$ cat config.mk
export PLATFORM = sky130hd
export DESIGN_NAME = afifo_rd_burst_ctrl
export DESIGN_NICKNAME = d
export VERILOG_FILES = /design/src/rtl/afifo_ctrl_pkg.sv /design/src/rtl/afifo_rd_skid2.sv /design/src/rtl/afifo_rd_burst_ctrl.sv
export SDC_FILE = /design/constraint.sdc
export NUM_CORES = 1
export LEC_CHECK = 0
export CAP_MARGIN = 20
export CORE_UTILIZATION = 50
export DETAILED_ROUTE_END_ITERATION = 8
export HOLD_SLACK_MARGIN = 0.08
export PLACE_DENSITY_LB_ADDON = 0.08
export SLEW_MARGIN = 20
export SYNTH_ARGS = -nofsm -noshare
export SYNTH_HDL_FRONTEND = slang
export SYNTH_SLANG_ARGS = --single-unit
$ cat constraint.sdc
create_clock -name rd_clk -period 3.09 [get_ports rd_clk]
set_clock_uncertainty 0.05 [all_clocks]
set_input_delay 0.927 -clock rd_clk [delete_from_list [all_inputs] [get_ports rd_clk]]
set_output_delay 0.927 -clock rd_clk [all_outputs]
set_load 0.1 [all_outputs]
$ cat src/rtl/afifo_ctrl_pkg.sv
// Shared types and default widths for the async FIFO read-side controller.
// Holds the burst FSM encoding and statistics counter width.
package afifo_ctrl_pkg;

    typedef enum logic [1:0] {
        IDLE  = 2'd0,
        BURST = 2'd1,
        DRAIN = 2'd2
    } state_t;

    localparam int RD_DATA_WIDTH  = 16;
    localparam int RD_DEPTH_WIDTH = 10;
    localparam int STAT_W         = 16;

endpackage

$ cat src/rtl/afifo_rd_skid2.sv
// Two-entry fall-through skid buffer absorbing the FIFO read latency.
// An incoming word is visible at the head in the cycle it arrives.
module afifo_rd_skid2 #(
    parameter int W = 16
) (
    input  logic         i_clk,
    input  logic         i_rst,
    input  logic         i_push,
    input  logic [W-1:0] i_data,
    input  logic         i_pop,
    output logic         o_valid,
    output logic [W-1:0] o_data,
    output logic [1:0]   o_occ
);

    logic [W-1:0] r_mem [2];
    logic         r_wptr;
    logic         r_rptr;
    logic [1:0]   r_occ;
    logic         w_empty;
    logic         w_write;
    logic         w_read;

    assign w_empty = (r_occ == 2'd0);
    // A word pushed and popped into an empty buffer bypasses storage
    assign w_write = i_push & ~(i_pop & w_empty);
    assign w_read  = i_pop & ~w_empty;

    assign o_valid = ~w_empty | i_push;
    assign o_occ   = r_occ;

    always_comb begin
        o_data = '0;
        if (!w_empty) begin
            o_data = r_mem[r_rptr];
        end else if (i_push) begin
            o_data = i_data;
        end
    end

    always_ff @(posedge i_clk) begin
        if (w_write) begin
            r_mem[r_wptr] <= i_data;
        end
    end

    always_ff @(posedge i_clk or posedge i_rst) begin
        if (i_rst) begin
            r_wptr <= 1'b0;
            r_rptr <= 1'b0;
            r_occ  <= 2'd0;
        end else begin
            if (w_write) begin
                r_wptr <= ~r_wptr;
            end
            if (w_read) begin
                r_rptr <= ~r_rptr;
            end
            r_occ <= r_occ + {1'b0, i_push} - {1'b0, i_pop};
        end
    end

endmodule

$ cat src/rtl/afifo_rd_burst_ctrl.sv
// Read-domain burst sequencer: FIFO water level -> valid/ready stream.
// Optional statistics counters enabled by AFIFO_RD_BURST_STAT_EN.
module afifo_rd_burst_ctrl #(
    parameter int RD_DATA_WIDTH  = afifo_ctrl_pkg::RD_DATA_WIDTH,
    parameter int RD_DEPTH_WIDTH = afifo_ctrl_pkg::RD_DEPTH_WIDTH,
    parameter int BURST_W        = 8
) (
    input  logic                      rd_clk,
    input  logic                      rd_rst,
    input  logic [BURST_W-1:0]        cfg_burst_len,
    input  logic                      flush_req,
    output logic                      fifo_rd_en,
    input  logic [RD_DATA_WIDTH-1:0]  fifo_rd_data,
    input  logic                      fifo_rd_empty,
    input  logic [RD_DEPTH_WIDTH:0]   fifo_rd_water_level,
    output logic                      m_valid,
    output logic [RD_DATA_WIDTH-1:0]  m_data,
    output logic                      m_last,
    input  logic                      m_ready,
    output logic                      busy,
    output logic                      burst_done
`ifdef AFIFO_RD_BURST_STAT_EN
    ,
    output logic [afifo_ctrl_pkg::STAT_W-1:0] stat_burst_cnt,
    output logic [afifo_ctrl_pkg::STAT_W-1:0] stat_stall_cnt
`endif
);

    import afifo_ctrl_pkg::*;

    localparam int CW = RD_DEPTH_WIDTH + 1;

    state_t        r_state;
    state_t        w_state_nxt;
    logic [CW-1:0] r_issue_cnt;
    logic [CW-1:0] w_issue_nxt;
    logic [CW-1:0] r_acc_cnt;
    logic [CW-1:0] w_acc_nxt;
    logic          r_inflight;
    logic [1:0]    w_occ;
    logic [CW-1:0] w_len_cfg;
    logic [CW-1:0] w_len;
    logic          w_start;
    logic          w_space;
    logic          w_pop;

    assign w_len_cfg = CW'(cfg_burst_len);
    assign w_len     = (fifo_rd_water_level < w_len_cfg) ?
                       fifo_rd_water_level : w_len_cfg;
    assign w_start   = (w_len_cfg != '0) &&
                       ((fifo_rd_water_level >= w_len_cfg) ||
                        (flush_req && !fifo_rd_empty));

    // Never have more words outstanding than the skid buffer can hold
    assign w_space    = (3'(w_occ) + 3'(r_inflight)) < 3'd2;
    assign fifo_rd_en = (r_state == BURST) && (r_issue_cnt != '0) &&
                        !fifo_rd_empty && w_space;

    assign w_pop      = m_valid & m_ready;
    assign m_last     = m_valid & (r_acc_cnt == CW'(1));
    assign burst_done = m_last & m_ready;
    assign busy       = (r_state != IDLE);

    afifo_rd_skid2 #(
        .W (RD_DATA_WIDTH)
    ) u_skid (
        .i_clk   (rd_clk),
        .i_rst   (rd_rst),
        .i_push  (r_inflight),
        .i_data  (fifo_rd_data),
        .i_pop   (w_pop),
        .o_valid (m_valid),
        .o_data  (m_data),
        .o_occ   (w_occ)
    );

    always_comb begin
        w_state_nxt = r_state;
        w_issue_nxt = r_issue_cnt;
        w_acc_nxt   = r_acc_cnt;
        if (w_pop) begin
            w_acc_nxt = r_acc_cnt - CW'(1);
        end
        unique case (r_state)
            IDLE: begin
                if (w_start) begin
                    w_state_nxt = BURST;
                    w_issue_nxt = w_len;
                    w_acc_nxt   = w_len;
                end
            end
            BURST: begin
                if (fifo_rd_en) begin
                    w_issue_nxt = r_issue_cnt - CW'(1);
                end
                if (w_issue_nxt == '0) begin
                    w_state_nxt = DRAIN;
                end
            end
            DRAIN: begin
                if ((r_acc_cnt == '0) || burst_done) begin
                    w_state_nxt = IDLE;
                end
            end
            default: begin
                w_state_nxt = IDLE;
            end
        endcase
    end

    always_ff @(posedge rd_clk or posedge rd_rst) begin
        if (rd_rst) begin
            r_state     <= IDLE;
            r_issue_cnt <= '0;
            r_acc_cnt   <= '0;
            r_inflight  <= 1'b0;
        end else begin
            r_state     <= w_state_nxt;
            r_issue_cnt <= w_issue_nxt;
            r_acc_cnt   <= w_acc_nxt;
            r_inflight  <= fifo_rd_en;
        end
    end

`ifdef AFIFO_RD_BURST_STAT_EN
    logic [STAT_W-1:0] r_stat_burst;
    logic [STAT_W-1:0] r_stat_stall;
    logic              w_stall;

    assign w_stall = (r_state == BURST) && (r_issue_cnt != '0) &&
                     fifo_rd_empty;

    always_ff @(posedge rd_clk or posedge rd_rst) begin
        if (rd_rst) begin
            r_stat_burst <= '0;
            r_stat_stall <= '0;
        end else begin
            if (burst_done && (r_stat_burst != '1)) begin
                r_stat_burst <= r_stat_burst + STAT_W'(1);
            end
            if (w_stall && (r_stat_stall != '1)) begin
                r_stat_stall <= r_stat_stall + STAT_W'(1);
            end
        end
    end

    assign stat_burst_cnt = r_stat_burst;
    assign stat_stall_cnt = r_stat_stall;
`endif

endmodule

* After elaboration in Yosys (flattened, before gate mapping) *
Memory sizes are Yosys's and may differ from the RTL's.
Cells that the tools add are included.

operators by class
  equality and inequality tests = 6
  bitwise logic cells = 11
  add/subtract/negate cells = 5
  muxes and demuxes = 16
  order comparisons = 3
  reductions and logical operators = 18

operators by type and width
  kind                                                                  number
  11-bit two-way mux                                                    7
  16-bit two-way mux                                                    2
  11-bit zero test                                                      2
  11-bit one-hot mux with 2 select lines                                1
  11-bit nonzero test                                                   2
  11-bit by 1-bit subtractor with 11-bit output, second input constant  2
  11-bit by 1-bit == test with 1-bit output, second input constant      1
  11-bit by 8-bit >= comparator with 1-bit output                       1
  11-bit by 8-bit < comparator with 1-bit output                        1
  1-bit bitwise AND                                                     6
  2-bit two-way mux                                                     3
  2-bit one-hot mux with 3 select lines                                 1
  1-bit logical AND                                                     5
  2-bit zero test                                                       2
  2-bit != test, second input constant                                  2
  1-bit NOT                                                             4
  2-bit nonzero test                                                    2
  2-bit by 1-bit adder with 3-bit output                                1
  3-bit by 2-bit < comparator with 1-bit output, second input constant  1
  3-bit AND reduction                                                   1
  2-bit by 1-bit adder with 2-bit output                                1
  2-bit by 1-bit == test with 1-bit output, second input constant       1
  2-bit == test, second input constant                                  1
  1-bit logical OR                                                      2
  6 further kinds                                                       7

storage, ports and cells
  memories = 1
  register bits = 29
  input port bits = 40
  RAM bits = 32
  output and inout port bits = 21

memories
  memory        words  width  rd ports  clocked after memory_dff  wr ports  line                  RTL
  u_skid.r_mem  2      16     1         0                         1         afifo_rd_skid2.sv:16  logic [W-1:0] r_mem [2];

* Logic depth before layout (Yosys ltp) *
  word-level depth = 9
  gate-level depth with buffers = 9

* Cells and area by module *
From an unflattened synthesis, not the netlist that was laid out.

unflattened totals
  cells, all modules = 326
  area total of the unflattened synthesis = 3572.2 sq um

modules (own cells, without submodules)
  module               cells each  seq. area each (sq um)  times used  area each (sq um)
  afifo_rd_burst_ctrl  213         625.6                   1           1945.6
  afifo_rd_skid2       113         1061.0                  1           1626.6

* Worst setup path after synthesis *
No wires, ideal clock.

  kind = register -> output
  start point = reg r_acc_cnt[3]
  end point = out burst_done
  data required time = 2.113 ns
  arrival = 3.904 ns
  cell stages (with the launch flop) = 6
  slack = -1.791 ns
  cells stage by stage = dfrtp_1 or4_4 or3_4 or4_4 nor2_1 and2_1

between the ends
  word-level cells in the longest chain between the ends = 3

ends and longest elaborated chain
  element                                    line                        RTL
  from (decl)                                afifo_rd_burst_ctrl.sv:37   logic [CW-1:0] r_acc_cnt;
  from (signal assigned)                     afifo_rd_burst_ctrl.sv:120  r_acc_cnt <= w_acc_nxt;
  11-bit by 1-bit == test with 1-bit output  afifo_rd_burst_ctrl.sv:60   assign m_last = m_valid & (r_acc_cnt == CW'(1));
  1-bit bitwise AND                          afifo_rd_burst_ctrl.sv:60
  via m_last                                 afifo_rd_burst_ctrl.sv:18   output logic m_last,
  1-bit bitwise AND                          afifo_rd_burst_ctrl.sv:61   assign burst_done = m_last & m_ready;
  to (decl)                                  afifo_rd_burst_ctrl.sv:21   output logic burst_done

The timed path passes the listed nets, and every way through them passes these cells.

* Worst setup path after layout *
  start point = reg r_acc_cnt[5]
  end point = out burst_done

between the ends
  word-level cells in the longest chain between the ends = 3

ends and longest elaborated chain
  element                                    line
  11-bit by 1-bit == test with 1-bit output  afifo_rd_burst_ctrl.sv:60
  1-bit bitwise AND                          afifo_rd_burst_ctrl.sv:60
  1-bit bitwise AND                          afifo_rd_burst_ctrl.sv:61

No other way between the ends.

==> impl_results.rst <==
.. list-table::
   :header-rows: 1

   * - Metric
     - Value
   * - Number of rows in the core area
     - 30
   * - Post-synth EDFFs
     - 32
   * - Min-delay worst type
     - reg2reg
   * - Comb power frac
     - 63.2%
   * - Synthesis-stage register bit count
     - 61
   * - Via count
     - approximately 3100
   * - Clk network pwr share
     - around an eighth
   * - Total half-perimeter wirelength after legalization and detailed placement
     - between 6000 and 7000 um
   * - Cell Int Power
     - 2.840 mW
   * - Most repeated cell in the gate-level netlist after synthesis
     - sky130_fd_sc_hd__mux2i_1
   * - Max VDD drop
     - 0.5518 mV
   * - GR Overflow Total
     - 0
   * - Area Overhead vs Synth
     - 48.93%
   * - Post-synth design cell area
     - around 3500 sq um
   * - Cell type with the largest total area after synthesis
     - sky130_fd_sc_hd__edfxtp_1
   * - Layout cell share with drive strength beyond 1
     - roughly 30%
   * - Detailed-router iteration count before antenna repair
     - 4
   * - Type of the worst setup path
     - reg2out
   * - Net switching power
     - ~2.6 mW
   * - Largest cells by area after synthesis
     - sky130_fd_sc_hd__edfxtp_1 27%, sky130_fd_sc_hd__dfrtp_1 21%, sky130_fd_sc_hd__mux2i_1 10%
   * - Commonest cells in the netlist
     - 35 x sky130_fd_sc_hd__mux2i_1, 32 x sky130_fd_sc_hd__edfxtp_1, 29 x sky130_fd_sc_hd__dfrtp_1
   * - Setup repair after global routing missed its margin
     - true
   * - Clock transition at the registers of the reported paths
     - 0.06 ns
   * - Final count of pins violating max slew
     - 0
   * - Critical Path, Cell by Cell
     - or4_4 > or3_4 > or4_4 > nor2_4 > and2_4 > buf_12
   * - Transition time at the pin with the least slew margin
     - roughly 0.75 ns
   * - Drt wl/cell
     - ~16 um
   * - All-Layer GR Usage
     - roughly a quarter
   * - Final number of setup-violating endpoints
     - 2
   * - Required time worst endpoint
     - between 2 and 2.5 ns
   * - Worst skew pair latency
     - about 0.34 ns
   * - Number of antenna violations at the first check in global routing
     - 0
   * - Setup tns final
     - -0.7075 ns
   * - Width of the die
     - 85.80 um
   * - Async SR Flop Fraction
     - 47.54%
   * - Final net count
     - 500
   * - Placeable Area
     - just under 7000 sq um
   * - Category of the worst setup path launch point
     - flip-flop
   * - Placer Congestion
     - 0.9502
   * - Post-Syn Nets
     - 387
   * - Die H
     - 85.80 um
   * - Initial standard-cell utilization of the core
     - 51.68%
   * - # diodes
     - 0
   * - Outcome
     - complete, but fails checks
   * - Switching share of power
     - between 40 and 50%
   * - Area fraction of the dominant cell type after synthesis
     - 27.37%
   * - Post-layout instance area
     - 5229 sq um
   * - Total clock buffers created by CTS
     - 9
   * - Ports
     - between 60 and 70
   * - Maximum single-stage delay on the critical path
     - 0.54 ns
   * - FMAX
     - just under 0.3 GHz
   * - Main synth FF type
     - sky130_fd_sc_hd__edfxtp_1
   * - Post-route total power
     - approximately 5.5 mW
   * - Final critical-path share of the clock period
     - 112.0%
   * - Setup crit end kind
     - output pin
   * - Sequential share of power
     - about 25%
   * - Setup WS pre-CTS
     - -0.4657 ns
   * - Level count of the clock H-tree
     - 3
   * - Count of fill cells added during filler insertion
     - 467
   * - Overall routed net length
     - 8671 um
   * - Total of max-cap violations
     - 0
   * - Wire length of the first global-routing pass
     - around 15000 um
   * - Maximum buffer depth of the clock tree
     - 2
   * - Crit-path most repeated cell
     - sky130_fd_sc_hd__or4_4
   * - Min cycle time layout
     - ~3.5 ns
   * - Gate count after technology mapping
     - between 300 and 400
   * - Data arrival time of the worst path
     - 2.48 ns
   * - Worst-path cell with the longest stage delay
     - sky130_fd_sc_hd__or4_4
   * - Number of nets with antenna violations after routing
     - 0
   * - Cell chosen for the clock root
     - sky130_fd_sc_hd__clkbuf_8
   * - Initial detailed-routing violation count
     - ~150
   * - Number of global-route vias before repair
     - 3046
   * - Yosys warns
     - 0
   * - Sequential element share of the synthesized area
     - approximately 48%
   * - Leakage power
     - between 2 and 2.5 nW
   * - Avg Vias per Cell
     - roughly 5.6
   * - Hold Violations, Final
     - 0
   * - Largest net degree at the start of global routing
     - 35
   * - Max-slew headroom
     - just under 50%
   * - Remaining DRCs
     - 0
   * - Die ar.
     - between 7000 and 8000 sq um
   * - Port bufs
     - 60
   * - Ratio of total power to cell area
     - roughly 1000 nW/um^2
   * - Maximum fanout encountered on the critical timing path
     - 2
   * - Average footprint of a synthesized cell
     - 10.51 sq um
   * - Clock tree from TritonCTS
     - done
   * - Violations in the final reports
     - negative setup slack
   * - Number of buffers inserted by hold repair at cts
     - 0
   * - Count of distinct cell types in the synthesized netlist
     - 48
   * - Minimum setup slack in the final design
     - -0.3716 ns
   * - Clock tree sinks
     - 61
   * - Placement Cell Area
     - slightly below 5000 sq um
## metal layers
layer,track usage [%],share of wire [%],vias to the layer above
li1,-,-,1482
met1,31.84,41,1437
met2,43.42,51,114
met3,5.582,5.8,21
met4,11.36,2.6,0
met5,0,0,-
## power by group through the flow
stage                     Combinational [mW]  Sequential (mW)  Clock, mW
after floorplan                         2.31             1.26          0
after global placement                  3.34             1.34          0
after detailed placement                3.39             1.35          0
after CTS                               3.42             1.34      0.682
after global routing                    3.67             1.38      0.717
final                                   3.47             1.35      0.667
## layout make-up
cell class	count	area, sq um	area share, %
Inverter	18	67.56	1.292
Clock buffer	11	131.4	2.513
Tap cell	96	120.1	2.297
Multi-Input combinational cell	242	1947	37.23
Clock inverter	5	51.30	0.9811
Timing Repair Buffer	115	1225	23.43
Sequential cell	61	1687	32.26
## cell families (layout without fill, tap and decap cells)
logic type / Yosys count / after routing / synth area share, %
AND/OR/NAND/NOR: 111 / 112 / 17.00
AO/OA/AOI/OAI: 67 / 67 / 13.11
flip-flops: 61 / 61 / 48.04
multiplexers: 35 / 35 / 9.979
buffers and inverters: 32 / 149 / 3.492
XOR/XNOR: 15 / 15 / 3.742
adder cells (fa/ha/maj): 13 / 13 / 4.633
## through the flow
step                      cells  util (%)  hold slack, ns
after floorplan             334         -          0.4104
after global placement      529     72.74          0.4244
final                       548     76.96          0.4532
after detailed placement    529     72.74          0.4394
after CTS                   547     75.86          0.4520
after global routing        548     76.96          0.4851
## final timing paths
check	from	end	slack [ns]	cells after the start
worst max register to register	r_state[0]	r_state[1]	0.77	9
worst max-delay path	r_acc_cnt[5]	burst_done	-0.37	6
min in group asynchronous	rd_rst	r_issue_cnt[6]	0.91	3
max in group asynchronous	rd_rst	u_skid.r_wptr	1.80	3
worst min register to register	u_skid.r_wptr	u_skid.r_wptr	0.45	1
worst min-delay path	u_skid.r_wptr	u_skid.r_wptr	0.45	1
## flip-flops by register name, summed over array words and instances, names as in the netlist
register	flops
r_acc_cnt	11
r_inflight	1
r_issue_cnt	11
r_state	2
u_skid.o_occ	2
u_skid.r_mem	32
u_skid.r_rptr	1
u_skid.r_wptr	1
## layout by cell type (no fill, tap or decap), types with 2 or more instances in the layout
master / netlist / routed
sky130_fd_sc_hd__o21ai_4: 0 / 9
sky130_fd_sc_hd__clkinv_2: 0 / 2
sky130_fd_sc_hd__xnor2_1: 11 / 11
sky130_fd_sc_hd__nand4_1: 3 / 3
sky130_fd_sc_hd__and3_1: 5 / 5
sky130_fd_sc_hd__a21oi_1: 9 / 8
sky130_fd_sc_hd__or4_1: 5 / 4
sky130_fd_sc_hd__a211oi_1: 5 / 2
sky130_fd_sc_hd__nor3b_1: 5 / 4
sky130_fd_sc_hd__nor2b_1: 3 / 3
sky130_fd_sc_hd__nor3_1: 12 / 11
sky130_fd_sc_hd__ha_1: 13 / 12
sky130_fd_sc_hd__nand2_1: 12 / 11
sky130_fd_sc_hd__clkbuf_8: 0 / 9
sky130_fd_sc_hd__inv_1: 18 / 18
sky130_fd_sc_hd__or3_1: 2 / 2
sky130_fd_sc_hd__a21o_1: 5 / 5
sky130_fd_sc_hd__o21ai_2: 0 / 8
sky130_fd_sc_hd__o21a_1: 3 / 3
sky130_fd_sc_hd__nor2_1: 23 / 18
sky130_fd_sc_hd__xor2_1: 4 / 4
sky130_fd_sc_hd__o21ai_0: 23 / 7
sky130_fd_sc_hd__nor2_4: 0 / 3
sky130_fd_sc_hd__a211oi_2: 0 / 3
sky130_fd_sc_hd__clkdlybuf4s50_1: 0 / 37
sky130_fd_sc_hd__clkbuf_1: 12 / 2
sky130_fd_sc_hd__buf_12: 0 / 21
sky130_fd_sc_hd__mux2i_1: 35 / 34
sky130_fd_sc_hd__buf_4: 0 / 55
sky130_fd_sc_hd__nand3_1: 22 / 22
sky130_fd_sc_hd__or4_4: 2 / 3
sky130_fd_sc_hd__a31oi_1: 4 / 3
sky130_fd_sc_hd__or2_2: 3 / 3
sky130_fd_sc_hd__dfrtp_1: 29 / 29
sky130_fd_sc_hd__a221oi_2: 3 / 3
sky130_fd_sc_hd__nor2_2: 1 / 3
sky130_fd_sc_hd__nor4_1: 8 / 8
sky130_fd_sc_hd__edfxtp_1: 32 / 32
sky130_fd_sc_hd__o211ai_1: 2 / 2
## repair_timing
item | in CTS | in global routing
gates cloned | 0 | 1
endpoints found under the setup margin | 23 | 23
setup buffers | 2 | 0
resized for setup | 5 | 13
pin swaps | 6 | 1
hold endpoints to repair | 0 | 0
## critical path, delay by kind of cell (launching register included)
family,cells,cell delay [ns]
buffers and inverters,1,0.16
DFF,1,0.38
and+or+nand+nor,5,1.61
No activity file was read; power rests on OpenSTA's default activity.
